--- src/rtl/mult_v2_if.sv ---
// mult_v2_if: pixel-stream bundle for the mult_v2 gain stage.
//   coe_i         per-channel coefficients, channel k at [k*COE_WIDTH +: COE_WIDTH]
//   di_i          input pixel, channel k at [k*PIXEL_WIDTH +: PIXEL_WIDTH]
//   de_i/hs_i/vs_i  data enable, line blanking, frame valid
//   do_o          gained pixel (valid only while de_o=1)
//   de_o/hs_o/vs_o  syncs delayed to line up with do_o
//   sat_cnt_o     saturated-pixel count of the last completed frame
//   sat_cnt_vld_o one-cycle pulse when sat_cnt_o updates
// master modport: the upstream/downstream side; slave modport: the gain stage.
interface mult_v2_if #(
  parameter int PIXEL_WIDTH  = 8,
  parameter int CH_COUNT     = 3,
  parameter int COE_WIDTH    = 16,
  parameter int SATCNT_WIDTH = 24
);
  logic [COE_WIDTH*CH_COUNT-1:0]   coe_i;
  logic [PIXEL_WIDTH*CH_COUNT-1:0] di_i;
  logic                            de_i;
  logic                            hs_i;
  logic                            vs_i;
  logic [PIXEL_WIDTH*CH_COUNT-1:0] do_o;
  logic                            de_o;
  logic                            hs_o;
  logic                            vs_o;
  logic [SATCNT_WIDTH-1:0]         sat_cnt_o;
  logic                            sat_cnt_vld_o;

  modport master (
    output coe_i, di_i, de_i, hs_i, vs_i,
    input  do_o, de_o, hs_o, vs_o, sat_cnt_o, sat_cnt_vld_o
  );

  modport slave (
    input  coe_i, di_i, de_i, hs_i, vs_i,
    output do_o, de_o, hs_o, vs_o, sat_cnt_o, sat_cnt_vld_o
  );
endinterface

--- src/rtl/mult_v2.sv ---
// mult_v2: per-channel pixel gain stage. Each channel is multiplied by its own
// unsigned fixed-point coefficient (COE_FRAC fractional bits), rounded half-up
// and saturated back to PIXEL_WIDTH. Fixed 3-cycle latency for data and syncs.
//   clk   pixel clock
//   rst   asynchronous reset, active low
//   bus   mult_v2_if.slave (coefficients, pixel stream in/out, saturation report)
// Coefficients are shadowed while vs_i=0 and frozen while vs_i=1, so a frame
// always sees one coefficient set.
// Build option: define MULT_V2_SATCNT_EN to include the per-frame saturation
// counter; otherwise sat_cnt_o and sat_cnt_vld_o are tied to 0.
module mult_v2 #(
  parameter int PIXEL_WIDTH  = 8,
  parameter int CH_COUNT     = 3,
  parameter int COE_WIDTH    = 16,
  parameter int COE_FRAC     = 10,
  parameter int SATCNT_WIDTH = 24
) (
  input logic      clk,
  input logic      rst,
  mult_v2_if.slave bus
);

  localparam int PROD_W = PIXEL_WIDTH + COE_WIDTH;
  localparam int RND_W  = PROD_W + 1;  // guard bit so the rounding add cannot wrap
  localparam logic [RND_W-1:0]     HALF  = (RND_W'(1) << COE_FRAC) >> 1;
  localparam logic [COE_WIDTH-1:0] UNITY = COE_WIDTH'(1) << COE_FRAC;

  logic [CH_COUNT-1:0][COE_WIDTH-1:0]   shadow_q;
  logic [CH_COUNT-1:0][PIXEL_WIDTH-1:0] d1_q;
  logic                                 de1_q, hs1_q, vs1_q;
  logic [CH_COUNT-1:0][PROD_W-1:0]      p2_q;
  logic                                 de2_q, hs2_q, vs2_q;
  logic [CH_COUNT-1:0][RND_W-1:0]       rnd;
  logic [CH_COUNT-1:0][PIXEL_WIDTH-1:0] do_next;
  logic [CH_COUNT-1:0]                  sat_vec;

  always_ff @(posedge clk or negedge rst) begin
    if (!rst) begin
      shadow_q <= {CH_COUNT{UNITY}};
    end else if (!bus.vs_i) begin
      shadow_q <= bus.coe_i;
    end
  end

  always_ff @(posedge clk or negedge rst) begin
    if (!rst) begin
      d1_q  <= '0;
      de1_q <= 1'b0;
      hs1_q <= 1'b0;
      vs1_q <= 1'b0;
      p2_q  <= '0;
      de2_q <= 1'b0;
      hs2_q <= 1'b0;
      vs2_q <= 1'b0;
      bus.do_o <= '0;
      bus.de_o <= 1'b0;
      bus.hs_o <= 1'b0;
      bus.vs_o <= 1'b0;
    end else begin
      d1_q  <= bus.di_i;
      de1_q <= bus.de_i;
      hs1_q <= bus.hs_i;
      vs1_q <= bus.vs_i;
      for (int k = 0; k < CH_COUNT; k++) begin
        p2_q[k] <= PROD_W'(d1_q[k]) * PROD_W'(shadow_q[k]);
      end
      de2_q <= de1_q;
      hs2_q <= hs1_q;
      vs2_q <= vs1_q;
      bus.do_o <= do_next;
      bus.de_o <= de2_q;
      bus.hs_o <= hs2_q;
      bus.vs_o <= vs2_q;
    end
  end

  always_comb begin
    rnd     = '0;
    sat_vec = '0;
    do_next = '0;
    for (int k = 0; k < CH_COUNT; k++) begin
      rnd[k]     = ({1'b0, p2_q[k]} + HALF) >> COE_FRAC;
      sat_vec[k] = |rnd[k][RND_W-1:PIXEL_WIDTH];
      do_next[k] = sat_vec[k] ? {PIXEL_WIDTH{1'b1}} : rnd[k][PIXEL_WIDTH-1:0];
    end
  end

`ifdef MULT_V2_SATCNT_EN
  logic [SATCNT_WIDTH-1:0] cnt_q;
  logic [SATCNT_WIDTH-1:0] cnt_inc;
  logic                    sat_any;
  logic                    vs_fall;

  assign sat_any = de2_q & (|sat_vec);
  assign cnt_inc = (sat_any && (cnt_q != {SATCNT_WIDTH{1'b1}})) ? cnt_q + SATCNT_WIDTH'(1) : cnt_q;
  // vs_o is the S3 vs register; it drops on the edge where vs2_q is already 0.
  assign vs_fall = bus.vs_o & ~vs2_q;

  always_ff @(posedge clk or negedge rst) begin
    if (!rst) begin
      cnt_q             <= '0;
      bus.sat_cnt_o     <= '0;
      bus.sat_cnt_vld_o <= 1'b0;
    end else begin
      bus.sat_cnt_vld_o <= vs_fall;
      if (vs_fall) begin
        // the pixel in the reporting cycle itself is included via cnt_inc
        bus.sat_cnt_o <= cnt_inc;
        cnt_q         <= '0;
      end else begin
        cnt_q <= cnt_inc;
      end
    end
  end
`else
  assign bus.sat_cnt_o     = '0;
  assign bus.sat_cnt_vld_o = 1'b0;
`endif

endmodule
--- src/flat_wrapper.sv ---
// flat-port wrapper written by rule: the top's interface ports become plain ports
module mult_v2_flat 
#(
  parameter int PIXEL_WIDTH  = 8,
  parameter int CH_COUNT     = 3,
  parameter int COE_WIDTH    = 16,
  parameter int COE_FRAC     = 10,
  parameter int SATCNT_WIDTH = 24
)
  (clk, rst, bus_coe_i, bus_di_i, bus_de_i, bus_hs_i, bus_vs_i, bus_do_o, bus_de_o, bus_hs_o, bus_vs_o, bus_sat_cnt_o, bus_sat_cnt_vld_o);
  mult_v2_if #(.PIXEL_WIDTH(PIXEL_WIDTH), .CH_COUNT(CH_COUNT), .COE_WIDTH(COE_WIDTH), .SATCNT_WIDTH(SATCNT_WIDTH)) bus_i ();
  input logic clk;
  input logic rst;
  input wire logic [$bits(bus_i.coe_i)-1:0] bus_coe_i;
  input wire logic [$bits(bus_i.di_i)-1:0] bus_di_i;
  input wire logic [$bits(bus_i.de_i)-1:0] bus_de_i;
  input wire logic [$bits(bus_i.hs_i)-1:0] bus_hs_i;
  input wire logic [$bits(bus_i.vs_i)-1:0] bus_vs_i;
  output wire logic [$bits(bus_i.do_o)-1:0] bus_do_o;
  output wire logic [$bits(bus_i.de_o)-1:0] bus_de_o;
  output wire logic [$bits(bus_i.hs_o)-1:0] bus_hs_o;
  output wire logic [$bits(bus_i.vs_o)-1:0] bus_vs_o;
  output wire logic [$bits(bus_i.sat_cnt_o)-1:0] bus_sat_cnt_o;
  output wire logic [$bits(bus_i.sat_cnt_vld_o)-1:0] bus_sat_cnt_vld_o;
  assign bus_i.coe_i = bus_coe_i;
  assign bus_i.di_i = bus_di_i;
  assign bus_i.de_i = bus_de_i;
  assign bus_i.hs_i = bus_hs_i;
  assign bus_i.vs_i = bus_vs_i;
  assign bus_do_o = bus_i.do_o;
  assign bus_de_o = bus_i.de_o;
  assign bus_hs_o = bus_i.hs_o;
  assign bus_vs_o = bus_i.vs_o;
  assign bus_sat_cnt_o = bus_i.sat_cnt_o;
  assign bus_sat_cnt_vld_o = bus_i.sat_cnt_vld_o;
  mult_v2 #(.PIXEL_WIDTH(PIXEL_WIDTH), .CH_COUNT(CH_COUNT), .COE_WIDTH(COE_WIDTH), .COE_FRAC(COE_FRAC), .SATCNT_WIDTH(SATCNT_WIDTH)) u_core (.clk(clk), .rst(rst), .bus(bus_i));
endmodule
--- config.mk ---
export PLATFORM = sky130hd
export DESIGN_NAME = mult_v2_flat
export DESIGN_NICKNAME = d
export VERILOG_FILES = /design/src/rtl/mult_v2_if.sv /design/src/rtl/mult_v2.sv /design/src/flat_wrapper.sv
export SDC_FILE = /design/constraint.sdc
export NUM_CORES = 1
export LEC_CHECK = 0
export ABC_AREA = 1
export CAP_MARGIN = 20
export CORE_UTILIZATION = 62
export DETAILED_ROUTE_END_ITERATION = 12
export HOLD_SLACK_MARGIN = 0.02
export PLACE_DENSITY = 0.83
export SETUP_SLACK_MARGIN = 0.1
export SYNTH_ARGS = -nofsm -noshare
export SYNTH_HDL_FRONTEND = slang
export SYNTH_SLANG_ARGS = --single-unit
--- constraint.sdc ---
create_clock -name clk -period 5.05 [get_ports clk]
set_input_delay 1.01 -clock clk [delete_from_list [all_inputs] [get_ports clk]]
set_output_delay 1.01 -clock clk [all_outputs]
set_load 0.01 [all_outputs]
==> key figures, run 1 <==
Status
  – Outcome: complete, no violations

Timing
  – Tcrit/Tclk final: 0.9152
  – RSZ-0062 raised after global routing: no
  – Hold Fails Final Rpt: 0
  – Fin crit period: 4.622 ns
  – Fmax: 0.2164 GHz
  – Setup WS post-layout: 0.4283 ns
  – Clk_skew: 0.01111 ns
  – Max Slew Vio Count: 0
  – Worst-margin pin slew: 0.7259 ns
  – Setup TNS: 0 ns
  – Worst hold slack: 0.3466 ns
  – Setup violations, final: 0
  – Slew headroom: 0.5161

Finish
  – Antenna cell count: 0
  – Area of the multi-input gates: 11,530 sq um
  – Most common cell after layout, fill and taps aside: inv_1
  – Util after Layout: 0.6901
  – P&R area growth vs syn: 9.111%
  – Fraction of layout cells with a size suffix above 1: 0.04373
  – Most frequent cells in the layout: inv_1, nand2_1, fa_1, dfrtp_1, ha_1
  – Post-Layout Inst Area: 19,910 sq um
  – # fillers: 2,271
  – FF/Latch Area: 3757 sq um
  – Nets@finish: 2,817

Logic synthesis
  – Main area contributors after synthesis: fa_1, dfrtp_1, inv_1
  – #FFs+latches synth: 150
  – Top cell type by total area after synthesis: fa_1
  – EDFF count, synth: 0
  – Syn avg cell area: 7.813 sq um
  – Seq/Total Area, Yosys: 0.2059
  – Ys async rst share: 1.000
  – Yosys warns: 0
  – Library cells used by synthesis: 33
  – Post-Syn Instances: 2,336
  – Main synth FF type: dfrtp_1
  – Mapped Area: 18,250 sq um
  – Synth top area share: 0.2731

Drt
  – First-pass DRT Iterations: 5
  – Number of DRC markers in iteration 0: 921
  – DRT antenna net count: 0
  – Vias: 14,352
  – DRC viols: 0
  – Vias/cell: 5.196
  – Final wirelength: 41.53 mm
  – Drt wl/cell: 15.04 microns

Worst setup path
  – Most used cell, CP: fa_1
  – Critical path type: flop to flop
  – CP Launch Type: flop
  – WP buf/inv: 3
  – Critical Path Fanout Max: 16
  – Reg-to-reg slack, setup: 0.43 ns
  – Crit path DAT: 4.96 ns
  – Cells along the critical path: nand2_1 -> fa_1 -> fa_1 -> inv_1 -> fa_1 -> inv_1 -> fa_1 -> inv_1 -> ha_1 -> nand2_1 -> nor4_1 -> nand4_1 -> nand4_1 -> nand2_1
  – Slowest CP cell: dfrtp_1
  – WP data required: 5.39 ns
  – CP Capture Type: flop
  – RR Startpoint: u_core.d1_q[10]$_DFF_PN0_
  – Cell family with most CP delay: adder cells
  – R2R depth: 14
  – R2R Path End: u_core.p2_q[45]$_DFF_PN0_
  – Largest stage delay, worst path: 0.70 ns

Die
  – Initial core utilization: 0.6325
  – Total Die Area: 30,130 sq um
  – Die Wd: 173.6 microns
  – # IOs: 129
  – Die height: 173.6 microns
  – Std-Cell Rows: 62
  – Area of the core: 28,860 sq um

Global routing
  – First-pass GRT wire length: 71.35 mm
  – Largest net degree at the start of global routing: 74
  – GR Overflow Total: 0
  – Antenna violations before repair: 0
  – Gr usage total: 0.2976
  – Vias in the first global route: 15,456

Min path
  – Hold_sp: u_core.hs2_q$_DFF_PN0_
  – Hold Path Class: flop to flop
  – Hold depth: 0
  – Hold path endpoint: u_core.bus.hs_o$_DFF_PN0_

Clocking
  – H-tree Lvls: 4
  – Clock Latency Late Sink: 0.45 ns
  – Setup repair bufs after CTS: 0
  – Clk slew on worst S/H paths: 0.07 ns
  – Clk root buf: clkbuf_16
  – TritonCTS Buffers: 17
  – Number of hold buffers added after CTS: 0
  – Clock Sinks: 150
  – CTS Buffer Depth: 2
  – PostCTS Resize Cnt: 0
  – CTS tree: done

Placement
  – Setup WS pre-CTS: 0.4990 ns
  – Routability cong.: 0.9187
  – Placed Area: 19,310 sq um
  – Detail Placement HPWL: 32.84 mm
  – # port buffers: 103

Job
  – Max-Cap Viols: 0

Pwr
  – Leakage: 12.12 nW
  – PwrDens: 580.8 nW/um^2
  – Max IR drop VDD: 429.4 uV
==> metrics by stage <==
stage	cells	power, W
detailed placement	2730	0.01015
global placement	2730	0.01002
CTS	2762	0.01158
global route	2762	0.01280
floorplan	2360	0.007944
finish	2762	0.01157
==> synthesized netlist by cell type (14+ instances only) <==
cell / instances
a21oi_1: 55
mux2_2: 48
nor3_1: 18
buf_4: 28
xnor2_1: 14
nor2_1: 89
inv_1: 663
o21ai_0: 31
nand4_1: 16
ha_1: 126
fa_1: 249
clkbuf_1: 86
dfrtp_1: 147
xor2_1: 29
nand2_1: 603
nand3_1: 64
==> registers in the layout, summed over array words and instances, names as in the netlist <==
register and flops:
u_core.d1_q 24, u_core.hs2_q 1, u_core.bus.vs_o 1, u_core.bus.de_o 1
u_core.bus.do_o 24, u_core.shadow_q 48, u_core.de1_q 1, u_core.p2_q 45
u_core.bus.hs_o 1, u_core.de2_q 1, u_core.vs1_q 1, u_core.vs2_q 1
u_core.hs1_q 1
==> how the worst max path moves through the flow <==
stage                         startpoint                   endpoint  slack (ns)  depth (start not counted)
6_report       u_core.d1_q[10]$_DFF_PN0_  u_core.p2_q[45]$_DFF_PN0_        0.43                         14
5_1_grt         u_core.d1_q[2]$_DFF_PN0_  u_core.p2_q[23]$_DFF_PN0_        0.13                         19
4_1_cts        u_core.d1_q[10]$_DFF_PN0_  u_core.p2_q[44]$_DFF_PN0_        0.46                         15
3_5_place_dp   u_core.d1_q[10]$_DFF_PN0_  u_core.p2_q[45]$_DFF_PN0_        0.50                         14
3_3_place_gp   u_core.d1_q[18]$_DFF_PN0_  u_core.p2_q[69]$_DFF_PN0_        0.52                         16
2_1_floorplan  u_core.d1_q[18]$_DFF_PN0_  u_core.p2_q[71]$_DFF_PN0_        0.88                         20
==> final cells by class <==
cell class / count / share of cell area
Multi-Input combinational cell: 1427 / 0.5791
Tap cell: 384 / 0.02413
Inverter: 663 / 0.1250
Clock inverter: 13 / 0.008168
Clock buffer: 19 / 0.02224
Sequential cell: 150 / 0.1887
Timing Repair Buffer: 106 / 0.05271
==> worst reg2reg max path, stage by stage, from the launching register on <==
cell and delay (ns):
dfrtp_1 0.70, nand2_1 0.16, fa_1 0.54, fa_1 0.55
inv_1 0.05, fa_1 0.50, inv_1 0.07, fa_1 0.48
inv_1 0.04, ha_1 0.37, nand2_1 0.16, nor4_1 0.46
nand4_1 0.25, nand4_1 0.13, nand2_1 0.05
==> layer usage <==
metal  share of wire  up-vias  global-route usage
li1                -     6735                   -
met1            0.39     6933              0.3556
met2            0.51      549              0.5264
met3           0.064      135             0.04474
met4           0.040        0              0.1440
met5               0        -                   0
==> power breakdown <==
| part | total, W | switching [W] | internal, W |
|---|---|---|---|
| clock | 0.00135 | 0.000590 | 0.000760 |
| sequential | 0.00186 | 0.000295 | 0.00157 |
| combinational | 0.00835 | 0.00526 | 0.00309 |
==> cell families after synthesis <==
| logic type | share of synthesized area |
|---|---|
| AND/OR/NAND/NOR | 0.1811 |
| buffers and inverters | 0.1672 |
| adder cells (fa/ha/maj) | 0.3595 |
| flip-flops | 0.2059 |
| AO/OA/AOI/OAI | 0.03592 |
| multiplexers | 0.02962 |
| XOR/XNOR | 0.02063 |
| other | 0.0002055 |
Power figures use the tool's default switching activity.
==> run 2, diff against run 1 <==
==> constraint.sdc (replaced) <==
create_clock -name clk -period 5.05 [get_ports clk]
set_input_delay 1.01 -clock clk [delete_from_list [all_inputs] [get_ports clk]]
set_output_delay 1.01 -clock clk [all_outputs]
set_load 0.005 [all_outputs]
==> results of run 2 <==
The final DEF is identical to that of run 1. Status: complete, no violations.
Among the figures that moved: total power 0.01157 W -> 0.01155 W
==> run 3, diff against run 2 <==
--- a/config.mk
+++ b/config.mk
@@ -8,6 +8,8 @@
 export ABC_AREA = 1
 export CAP_MARGIN = 20
 export CORE_UTILIZATION = 62
+export CTS_BUF_LIST = sky130_fd_sc_hd__clkbuf_8 sky130_fd_sc_hd__clkbuf_16
+export CTS_CLUSTER_SIZE = 16
 export DETAILED_ROUTE_END_ITERATION = 12
 export HOLD_SLACK_MARGIN = 0.02
 export PLACE_DENSITY = 0.83
==> key figures, run 3 (same netlist as run 1, synthesis figures left out) <==
Status
  – Outcome: complete, no violations

Drt
  – Final wirelength: 41.53 mm (about the same)
  – Number of DRC markers in iteration 0: 922 (+0.11%)
  – Vias: 14,349 (-0.021%)
  – Drt wl/cell: 15.03 microns (about the same)
  – First-pass DRT Iterations: 5 (unchanged)
  – DRC viols: 0 (unchanged)
  – Vias/cell: 5.195 (about the same)
  – DRT antenna net count: 0 (unchanged)

Worst setup path
  – Crit path DAT: 4.96 ns (about the same)
  – Reg-to-reg slack, setup: 0.43 ns (about the same)
  – Most used cell, CP: fa_1
  – Worst Setup SP: u_core.d1_q[10]$_DFF_PN0_
  – RR Startpoint: u_core.d1_q[10]$_DFF_PN0_
  – Cells along the critical path: nand2_1 -> fa_1 -> fa_1 -> inv_1 -> fa_1 -> inv_1 -> fa_1 -> inv_1 -> ha_1 -> nand2_1 -> nor4_1 -> nand4_1 -> nand4_1 -> nand2_1
  – Largest stage delay, worst path: 0.70 ns (about the same)
  – Cell family with most CP delay: adder cells
  – WP data required: 5.39 ns (about the same)
  – R2R depth: 14 (unchanged)
  – R2R Path End: u_core.p2_q[45]$_DFF_PN0_
  – Critical path type: flop to flop
  – CP endpoint: u_core.p2_q[45]$_DFF_PN0_
  – Critical Path Fanout Max: 16 (unchanged)
  – CP Launch Type: flop
  – Slowest CP cell: dfrtp_1
  – CP Capture Type: flop
  – WP depth: 14 (unchanged)
  – WP buf/inv: 3 (unchanged)

Clocking
  – Clk root buf: clkbuf_16
  – TritonCTS Buffers: 17 (unchanged)
  – H-tree Lvls: 4 (unchanged)
  – Number of hold buffers added after CTS: 0 (unchanged)
  – Clk slew on worst S/H paths: 0.07 ns (about the same)
  – PostCTS Resize Cnt: 0 (unchanged)
  – CTS Buffer Depth: 2 (unchanged)
  – CTS tree: done
  – Clock Latency Late Sink: 0.45 ns (about the same)
  – Clock Sinks: 150 (unchanged)
  – Setup repair bufs after CTS: 0 (unchanged)

Min path
  – Hold Path Class: flop to flop
  – Hold_sp: u_core.hs2_q$_DFF_PN0_

Die
  – Std-Cell Rows: 62 (unchanged)
  – Initial core utilization: 0.6325 (unchanged)
  – Total Die Area: 30,130 sq um (unchanged)
  – Die height: 173.6 microns (unchanged)
  – Die Wd: 173.6 microns (unchanged)
  – # IOs: 129 (unchanged)
  – Area of the core: 28,860 sq um (unchanged)

Global routing
  – Antenna violations before repair: 0 (unchanged)
  – GR Overflow Total: 0 (unchanged)
  – Gr usage total: 0.2976 (unchanged)
  – First-pass GRT wire length: 71.35 mm (unchanged)
  – Vias in the first global route: 15,456 (unchanged)
  – Largest net degree at the start of global routing: 74 (unchanged)

Finish
  – Most frequent cells in the layout: inv_1, nand2_1, fa_1, dfrtp_1, ha_1
  – Post-Layout Inst Area: 19,910 sq um (unchanged)
  – P&R area growth vs syn: 9.111% (unchanged)
  – Largest registers: u_core.shadow_q (48), u_core.p2_q (45)
  – Fraction of layout cells with a size suffix above 1: 0.04373 (unchanged)
  – Reg with most FFs: u_core.shadow_q
  – Final Non-Filler Cells: 2,762 (unchanged)
  – Number of flip-flops in the largest register: 48 (unchanged)
  – Nets@finish: 2,817 (unchanged)
  – Antenna cell count: 0 (unchanged)
  – Most common cell after layout, fill and taps aside: inv_1

Timing
  – Worst hold slack: 0.3465 ns (-0.0001290 ns)
  – Fin crit period: 4.622 ns (+0.000002000 ns)
  – Max Slew Vio Count: 0 (unchanged)
  – Hold Fails Final Rpt: 0 (unchanged)
  – Worst-margin pin slew: 0.7257 ns (-0.0001237 ns)
  – Fmax: 0.2164 GHz (unchanged)
  – Setup violations, final: 0 (unchanged)
  – Slew headroom: 0.5162 (about the same)
  – Setup TNS: 0 ns (unchanged)
  – RSZ-0062 raised after global routing: no
  – Tcrit/Tclk final: 0.9152 (about the same)
  – Clk_skew: 0.01111 ns (+0.000001900 ns)

Pwr
  – Leakage: 12.13 nW (about the same)
  – PwrDens: 579.8 nW/um^2
  – Max IR drop VDD: 429.4 uV (unchanged)

Placement
  – # port buffers: 103 (unchanged)
  – Placed Area: 19,310 sq um (unchanged)
  – Detail Placement HPWL: 32.84 mm (unchanged)
  – Placed cell count: 2,730 (unchanged)
  – Routability cong.: 0.9187 (unchanged)

Job
  – Max-Cap Viols: 0 (unchanged)
run 3: cell types whose count changed in the layout (fill, tap and decap cells not counted):
cell,before,now
clkbuf_1,1,0
inv_1,663,664
run 3: report_power, final:
group	switching [W]	internal, W	leakage, nW
combinational	0.00524	0.00309	10.1
sequential	0.000295	0.00157	1.69
clock	0.000590	0.000758	0.299
run 3: stage by stage:
step,setup WS (ns),total power [W],utilization
after CTS,0.4644,0.01156,0.6901
after global placement,0.5215,0.01000,0.6691
after floorplan,0.8843,0.007927,-
after detailed placement,0.4990,0.01014,0.6691
final,0.4283,0.01155,0.6901
after global routing,0.1294,0.01278,0.6901
run 3: layout make-up:
cell class	count	area, sq um
clock buffers	18	439.2
clock inverters	14	166.4
fillers	2271	8944
inverters	663	2489
multi-input cells	1427	11530
flip-flops and latches	150	3757
well taps	384	480.5
repair buffers	106	1050
run 3: worst min-delay path by stage:
stage                                      endpoint  slack [ns]  cells past startpoint
after floorplan           u_core.bus.de_o$_DFF_PN0_        0.33                      0
after global routing      u_core.bus.de_o$_DFF_PN0_        0.35                      0
final                     u_core.bus.hs_o$_DFF_PN0_        0.35                      0
after detailed placement     u_core.vs2_q$_DFF_PN0_        0.33                      0
after global placement    u_core.bus.de_o$_DFF_PN0_        0.33                      0
after CTS                 u_core.bus.hs_o$_DFF_PN0_        0.34                      0
run 3: per-layer routing:
layer | global-route usage | part of all wire
met1 | 0.3556 | 0.39
met2 | 0.5264 | 0.51
met3 | 0.04474 | 0.064
met4 | 0.1440 | 0.040
met5 | 0 | 0
